===== src/rtl/gen_io_pkg.sv =====
// Shared constants and types for the gen_io Team Player multitap.
// Holds the nibble codes, header length and the tap FSM state enum.
package gen_io_pkg;

    localparam logic [3:0] TAP_ID    = 4'h3;
    localparam logic [3:0] TYPE_3BTN = 4'h0;
    localparam logic [3:0] TYPE_6BTN = 4'h1;
    localparam logic [3:0] TYPE_NONE = 4'hF;
    localparam logic [4:0] HDR_LEN   = 5'd7;
    localparam logic [4:0] MAX_IDX   = 5'd19;

    typedef enum logic {
        IDLE,
        SEQ
    } tap_state_t;

    function automatic logic [3:0] pad_type(input logic p, input logic s);
        return !p ? TYPE_NONE : (s ? TYPE_6BTN : TYPE_3BTN);
    endfunction

    function automatic logic [4:0] pad_len(input logic p, input logic s);
        return !p ? 5'd0 : (s ? 5'd3 : 5'd2);
    endfunction

endpackage


===== src/rtl/teamplayer_nib_sel.sv =====
// Maps a nibble index and the latched pad snapshot to the nibble
// the Team Player presents on the data lines at that position.
module teamplayer_nib_sel
    import gen_io_pkg::*;
(
    input  logic [4:0]  idx,
    input  logic [3:0]  present,
    input  logic [3:0]  six_btn,
    input  logic [47:0] pad_btn,
    output logic [3:0]  nib
);

    // Header, then payload of present pads packed back to back.
    always_comb begin
        logic [4:0]  base;
        logic [4:0]  len;
        logic [4:0]  rel;
        logic [1:0]  pi;
        logic [11:0] b;
        nib  = TYPE_NONE;
        base = HDR_LEN;
        len  = '0;
        rel  = '0;
        pi   = 2'(idx - 5'd3);
        b    = '1;
        unique case (1'b1)
            (idx == 5'd0): nib = TYPE_NONE;
            (idx == 5'd1 || idx == 5'd2): nib = 4'h0;
            (idx >= 5'd3 && idx < HDR_LEN):
                nib = pad_type(present[pi], six_btn[pi]);
            default: begin
                for (int n = 0; n < 4; n++) begin
                    len = pad_len(present[n], six_btn[n]);
                    if (idx >= base && idx < base + len) begin
                        rel = idx - base;
                        b   = pad_btn[n*12 +: 12];
                        unique case (rel[1:0])
                            2'd0:    nib = b[3:0];
                            2'd1:    nib = b[7:4];
                            default: nib = {b[8], b[9], b[10], b[11]};
                        endcase
                    end
                    base = base + len;
                end
            end
        endcase
    end

endmodule


===== src/rtl/gen_teamplayer.sv =====
// Sega Team Player protocol controller for one gen_io control port.
// Handshakes TH/TR from the host and sequences up to four pads.
module gen_teamplayer
    import gen_io_pkg::*;
#(
    parameter int ACK_DELAY = 24,
    parameter int TIMEOUT   = 11600
) (
    input  logic        CLK,
    input  logic        RESET_N,
    input  logic        CE,
    input  logic        TH_IN,
    input  logic        TR_IN,
    input  logic [3:0]  PRESENT,
    input  logic [3:0]  SIX_BTN,
    input  logic [47:0] PAD_BTN,
    output logic [7:0]  DO,
    output logic        BUSY
);

    localparam int DW = $clog2(ACK_DELAY + 1);
    localparam int TW = $clog2(TIMEOUT + 1);
    localparam logic [DW-1:0] DLY_LOAD = DW'(ACK_DELAY - 1);
    localparam logic [TW-1:0] TO_LAST  = TW'(TIMEOUT - 1);

    tap_state_t    state, state_nx;
    logic          th_d, tr_d;
    logic [4:0]    idx, idx_nx;
    logic          tl, tl_nx;
    logic [3:0]    nib, nib_nx;
    logic [DW-1:0] dly, dly_nx;
    logic          pend, pend_nx;
    logic          dly_tl, dly_tl_nx;
    logic [TW-1:0] to_cnt, to_nx;
    logic [3:0]    s_pres, s_pres_nx;
    logic [3:0]    s_six, s_six_nx;
    logic [47:0]   s_btn, s_btn_nx;
    logic [3:0]    sel_nib;
    logic          th_fall, th_rise, tr_edge;

    teamplayer_nib_sel u_sel (
        .idx     (idx),
        .present (s_pres),
        .six_btn (s_six),
        .pad_btn (s_btn),
        .nib     (sel_nib)
    );

    assign th_fall = th_d & ~TH_IN;
    assign th_rise = ~th_d & TH_IN;
    assign tr_edge = tr_d ^ TR_IN;

    assign DO   = {1'b0, TH_IN, TR_IN, tl, nib};
    assign BUSY = (state == SEQ);

    // State, counters and snapshot advance only on clock enable.
    always_ff @(posedge CLK or negedge RESET_N) begin
        if (!RESET_N) begin
            state  <= IDLE;
            th_d   <= 1'b1;
            tr_d   <= 1'b1;
            idx    <= '0;
            tl     <= 1'b1;
            nib    <= TAP_ID;
            dly    <= '0;
            pend   <= 1'b0;
            dly_tl <= 1'b1;
            to_cnt <= '0;
            s_pres <= '1;
            s_six  <= '1;
            s_btn  <= '1;
        end else if (CE) begin
            state  <= state_nx;
            th_d   <= TH_IN;
            tr_d   <= TR_IN;
            idx    <= idx_nx;
            tl     <= tl_nx;
            nib    <= nib_nx;
            dly    <= dly_nx;
            pend   <= pend_nx;
            dly_tl <= dly_tl_nx;
            to_cnt <= to_nx;
            s_pres <= s_pres_nx;
            s_six  <= s_six_nx;
            s_btn  <= s_btn_nx;
        end
    end

    // Next state: TH rise beats TR edge, which beats timeout and expiry.
    always_comb begin
        state_nx  = state;
        idx_nx    = idx;
        tl_nx     = tl;
        nib_nx    = nib;
        dly_nx    = dly;
        pend_nx   = pend;
        dly_tl_nx = dly_tl;
        to_nx     = to_cnt;
        s_pres_nx = s_pres;
        s_six_nx  = s_six;
        s_btn_nx  = s_btn;
        unique case (state)
            IDLE: begin
                nib_nx  = TAP_ID;
                tl_nx   = 1'b1;
                pend_nx = 1'b0;
                to_nx   = '0;
                if (th_fall) begin
                    state_nx  = SEQ;
                    idx_nx    = '0;
                    nib_nx    = TYPE_NONE;
                    tl_nx     = TR_IN;
                    s_pres_nx = PRESENT;
                    s_six_nx  = SIX_BTN;
                    s_btn_nx  = PAD_BTN;
                end
            end
            default: begin
                if (th_rise) begin
                    state_nx = IDLE;
                    nib_nx   = TAP_ID;
                    tl_nx    = 1'b1;
                    pend_nx  = 1'b0;
                    to_nx    = '0;
                end else if (tr_edge) begin
                    idx_nx    = (idx == 5'd31) ? idx : idx + 5'd1;
                    dly_nx    = DLY_LOAD;
                    pend_nx   = 1'b1;
                    dly_tl_nx = TR_IN;
                    to_nx     = '0;
                end else if (to_cnt == TO_LAST) begin
                    idx_nx  = '0;
                    nib_nx  = TYPE_NONE;
                    tl_nx   = TR_IN;
                    pend_nx = 1'b0;
                    to_nx   = '0;
                end else begin
                    to_nx = to_cnt + 1'b1;
                    if (pend) begin
                        if (dly == '0) begin
                            nib_nx  = sel_nib;
                            tl_nx   = dly_tl;
                            pend_nx = 1'b0;
                        end else begin
                            dly_nx = dly - 1'b1;
                        end
                    end
                end
            end
        endcase
    end

endmodule


===== config.mk =====
export PLATFORM = sky130hd
export DESIGN_NAME = gen_teamplayer
export DESIGN_NICKNAME = d
export VERILOG_FILES = /design/src/rtl/gen_io_pkg.sv /design/src/rtl/teamplayer_nib_sel.sv /design/src/rtl/gen_teamplayer.sv
export SDC_FILE = /design/constraint.sdc
export NUM_CORES = 1
export LEC_CHECK = 0
export BUFFER_PORTS_ARGS = -buffer_cell sky130_fd_sc_hd__buf_2
export CORE_MARGIN = 5
export CORE_UTILIZATION = 47
export DETAILED_ROUTE_END_ITERATION = 16
export PLACE_DENSITY = 0.67
export SYNTH_ARGS = -nofsm -noshare
export SYNTH_HDL_FRONTEND = slang
export SYNTH_SLANG_ARGS = --single-unit

===== constraint.sdc =====
create_clock -name CLK -period 9.1 [get_ports CLK]
set_input_delay 0 -clock CLK [delete_from_list [all_inputs] [get_ports CLK]]
set_output_delay 0 -clock CLK [all_outputs]
set_load 0.005 [all_outputs]

==> insert_results.sql <==
INSERT INTO impl_metrics (metric_group, metric, value, unit) VALUES
('sta', 'fmax', '227', 'MHz'),
('logic_synthesis', 'yosys_warnings', '0', ''),
('clock_network', 'clock_tree_from_tritoncts', 'yes', ''),
('pwr', 'power-per-cell-area', '258', 'mW/mm2'),
('global_route', 'gr-max-usage-layer', 'met2', ''),
('finish', 'num_antenna_cells', '0', ''),
('logic_synthesis', 'fraction_of_the_mapped_netlist_area_in_simple_logic_gates', '12.7', '%'),
('global_route', 'antenna_found_initial', '0', ''),
('critical_path', 'rr_worst_depth', '14', ''),
('routing', 'dr.first_iter.drc_count', '160', ''),
('floorplanning', 'fp.dieW', '116', 'um'),
('status', 'run_status', 'finished, final reports clean', ''),
('logic_synthesis', 'yosys_most_used_dff', 'dfstp_2', ''),
('global_route', 'global_routing_usage_on_met2', '32.9', '%'),
('place', 'place_congestion', '0.867', ''),
('critical_path', 'reg2reg_slack', '4700', 'ps'),
('sta', 'grt_setup_unrepaired', 'no', ''),
('routing', 'drc_errors', '0', ''),
('pwr', 'clock_power_share', '16.5', '%'),
('clock_network', 'cts-root-to-sink-buffers', '2', ''),
('floorplanning', 'rows', '38', ''),
('global_route', 'grt_pass1_wl', '21200', 'um'),
('routing', 'avgViaCountPerCell', '5.44', ''),
('sta', 'final.period_utilization', '48.3', '%'),
('logic_synthesis', 'adder_cell_fraction_of_synth_area', '8.74', '%'),
('floorplanning', 'fp.coreArea', '0.0109', 'mm2'),
('global_route', 'grt_use_met1', '26.6', '%'),
('finish', 'final_core_util', '59.6', '%'),
('logic_synthesis', 'synth.cell_area', '0.00524', 'mm2'),
('critical_path', 'rr_startpoint', 's_pres[0]', ''),
('routing', 'number_of_iterations_in_the_first_detailed_routing_pass', '4', ''),
('logic_synthesis', 'post_synth_num_cell_types', '65', ''),
('sta', 'slew_headroom', '45.9', '%'),
('critical_path', 'r2r_end', 'nib[2]', ''),
('floorplanning', 'floorplan.io_pins', '70', ''),
('logic_synthesis', 'dominant_combinational_cell_family_by_area_after_synthesis', 'multiplexers', ''),
('sta', 'finalMaxSlewViolations', '0', ''),
('pwr', 'power_report.internal_total', '1040', 'uW'),
('critical_path', 'timing.critical_path.to', 'nib[2]', ''),
('finish', 'fraction_of_layout_cells_with_a_size_suffix_above_1', '34.0', '%'),
('pwr', 'switching_power_share_of_the_total', '38.0', '%'),
('place', 'port_buffers', '68', ''),
('clock_network', 'clk_transition_reported_paths', '90', 'ps'),
('sta', 'fin_setup_tns', '0', 'ps'),
('sta', 'report.final.hold_viol_count', '0', ''),
('global_route', 'gr-usage-all-layers', '20.1', '%'),
('critical_path', 'cp.arrival', '4680', 'ps'),
('logic_synthesis', 'synth_enable_flop_cells', '0', ''),
('finish', 'nNetsFinal', '702', ''),
('global_route', 'gr_ovfl_total', '0', ''),
('finish', 'layout.filler_cells', '908', ''),
('pwr', 'p_sw', '637', 'uW'),
('routing', 'routed-via-count', '4088', ''),
('critical_path', 'critical_path_origin', 's_pres[0]', ''),
('pwr', 'seq_power_share', '37.6', '%'),
('logic_synthesis', 'yosys_register_bits', '90', ''),
('critical_path', 'critPathMaxFanout', '7', ''),
('sta', 'tightestPinTransition', '809', 'ps'),
('clock_network', 'cts_inserted_buffers', '9', ''),
('routing', 'antenna_left', '0', ''),
('logic_synthesis', 'synth-async-reset-ratio', '100', '%'),
('clock_network', 'cts.htree.levels', '3', ''),
('run', 'cap_viol_max_count', '0', ''),
('global_route', 'first_global_vias', '4210', ''),
('logic_synthesis', 'synth-seq-area-share', '44.5', '%'),
('sta', 'finalWorstPathRequiredPeriod', '4400', 'ps'),
('logic_synthesis', 'synth.avg_cell_area', '10.8', 'um2'),
('sta', 'final-setup-viol-count', '0', ''),
('finish', 'layout-area-overhead-vs-synth', '23.8', '%'),
('clock_network', 'cts.sinks', '90', ''),
('floorplanning', 'initial_utilization', '48.1', '%');
-- timing repair --
item | in CTS | in global routing
hold endpoints to repair | 97 | 0
buffers inserted | 0 | 0
hold buffers | 62 | 0
-- layout make-up --
type | instances | area (um2) | share of cell area [%]
sequential | 90 | 2330 | 35.9
inverter | 21 | 78.8 | 1.22
clock buffer | 13 | 180 | 2.78
clock inverter | 3 | 18.8 | 0.289
multi-input combinational | 353 | 2730 | 42.0
timing repair buffer | 132 | 978 | 15.1
tap | 140 | 175 | 2.70
-- state kept, by name, indices dropped and copies added, names as in the netlist --
signal	cells
s_btn	48
tl	1
nib	4
th_d	1
tr_d	1
idx	5
to_cnt	14
BUSY	1
dly_tl	1
s_pres	4
s_six	4
dly	5
pend	1
-- power by group through the flow --
stage	clock network (uW)	logic [uW]	registers [uW]
2_1_floorplan	0	583	610
3_3_place_gp	0	726	630
3_5_place_dp	0	746	636
4_1_cts	282	769	630
5_1_grt	298	859	644
6_report	276	770	630
-- logic make-up after synthesis --
logic type,count (synthesis)
muxes,71
and+or+nand+nor,135
DFF,90
buffers and inverters,41
xor gates and xnor gates,23
AOI/OAI and AO/OA,88
other,1
adders and majority gates,35
-- layer usage --
layer | vias to the layer above | part of all wire, %
met5 | - | 0
met4 | 0 | 2.5
met3 | 24 | 4.2
met2 | 103 | 49
met1 | 1976 | 44
li1 | 1985 | -
-- worst min path at each step --
stage / startpoint / endpoint / cells past startpoint
final: RESET_N / idx[1] / 2
after global routing: RESET_N / dly[0] / 2
after CTS: RESET_N / idx[1] / 2
after detailed placement: RESET_N / idx[1] / 1
after global placement: RESET_N / idx[0] / 1
after floorplan: RESET_N / BUSY / 0
-- synth_stat cells (2+ instances only) --
library cell	instances	area share [%]
a211oi_1	2	0.29
a21o_1	7	1.0
a21oi_1	21	2.0
a22o_1	2	0.33
a22oi_1	4	0.57
a41oi_1	2	0.33
and2_1	6	0.72
and3_1	8	0.96
buf_2	6	0.57
buf_4	4	0.57
clkbuf_1	9	0.64
dfrtp_1	28	13
dfstp_2	62	31
fa_1	3	1.1
ha_1	31	7.4
inv_1	21	1.5
mux2_2	53	11
mux2i_1	16	3.1
mux4_2	2	0.86
nand2_1	40	2.9
nand2b_1	3	0.36
nand3_1	8	0.76
nand4_1	7	0.84
nor2_1	38	2.7
nor2b_1	3	0.36
nor3_1	5	0.48
nor3b_1	2	0.29
nor4_1	3	0.36
o2111ai_1	4	0.67
o211ai_1	2	0.29
o21a_1	2	0.29
o21ai_0	16	1.5
o21ai_1	6	0.57
o31ai_1	2	0.29
o32a_1	2	0.38
or3_1	4	0.48
xnor2_1	9	1.5
xor2_1	14	2.3
-- per-stage QoR --
stage	hold slack, ps	instances	power, uW	setup slack (ps)	area (um2)
2_1_floorplan	-296	484	1190	5040	5240
3_3_place_gp	-12.0	674	1360	4890	5670
3_5_place_dp	-2.15	674	1380	4760	5670
4_1_cts	132	752	1680	4720	6490
5_1_grt	195	752	1800	4470	6490
6_report	132	752	1680	4700	6490
-- worst max-delay path: stages, from the launching register on --
cell and delay, ps:
dfstp_2 600, nand2_1 110, ha_1 210, inv_1 60, fa_1 470, fa_1 560
fa_1 440, xnor2_1 190, ha_1 260, a21oi_1 120, o21ai_1 80, a32o_1 280
or2_0 320, or3_1 420, a41oi_1 180
-- layout by cell type, fill, tap and decap left out, types with 7 or more instances in the layout --
master | Yosys | routed
a21o_1 | 7 | 7
mux2i_1 | 16 | 16
buf_2 | 6 | 67
nand3_1 | 8 | 8
clkbuf_8 | 0 | 11
and3_1 | 8 | 8
dlygate4sd3_1 | 0 | 62
nand2_1 | 40 | 40
nand4_1 | 7 | 7
inv_1 | 21 | 21
ha_1 | 31 | 31
mux2_2 | 53 | 53
nor2_1 | 38 | 38
xor2_1 | 14 | 14
dfstp_2 | 62 | 62
dfrtp_1 | 28 | 28
xnor2_1 | 9 | 9
o21ai_0 | 16 | 16
a21oi_1 | 21 | 21
No activity file was read; power rests on OpenSTA's default activity.
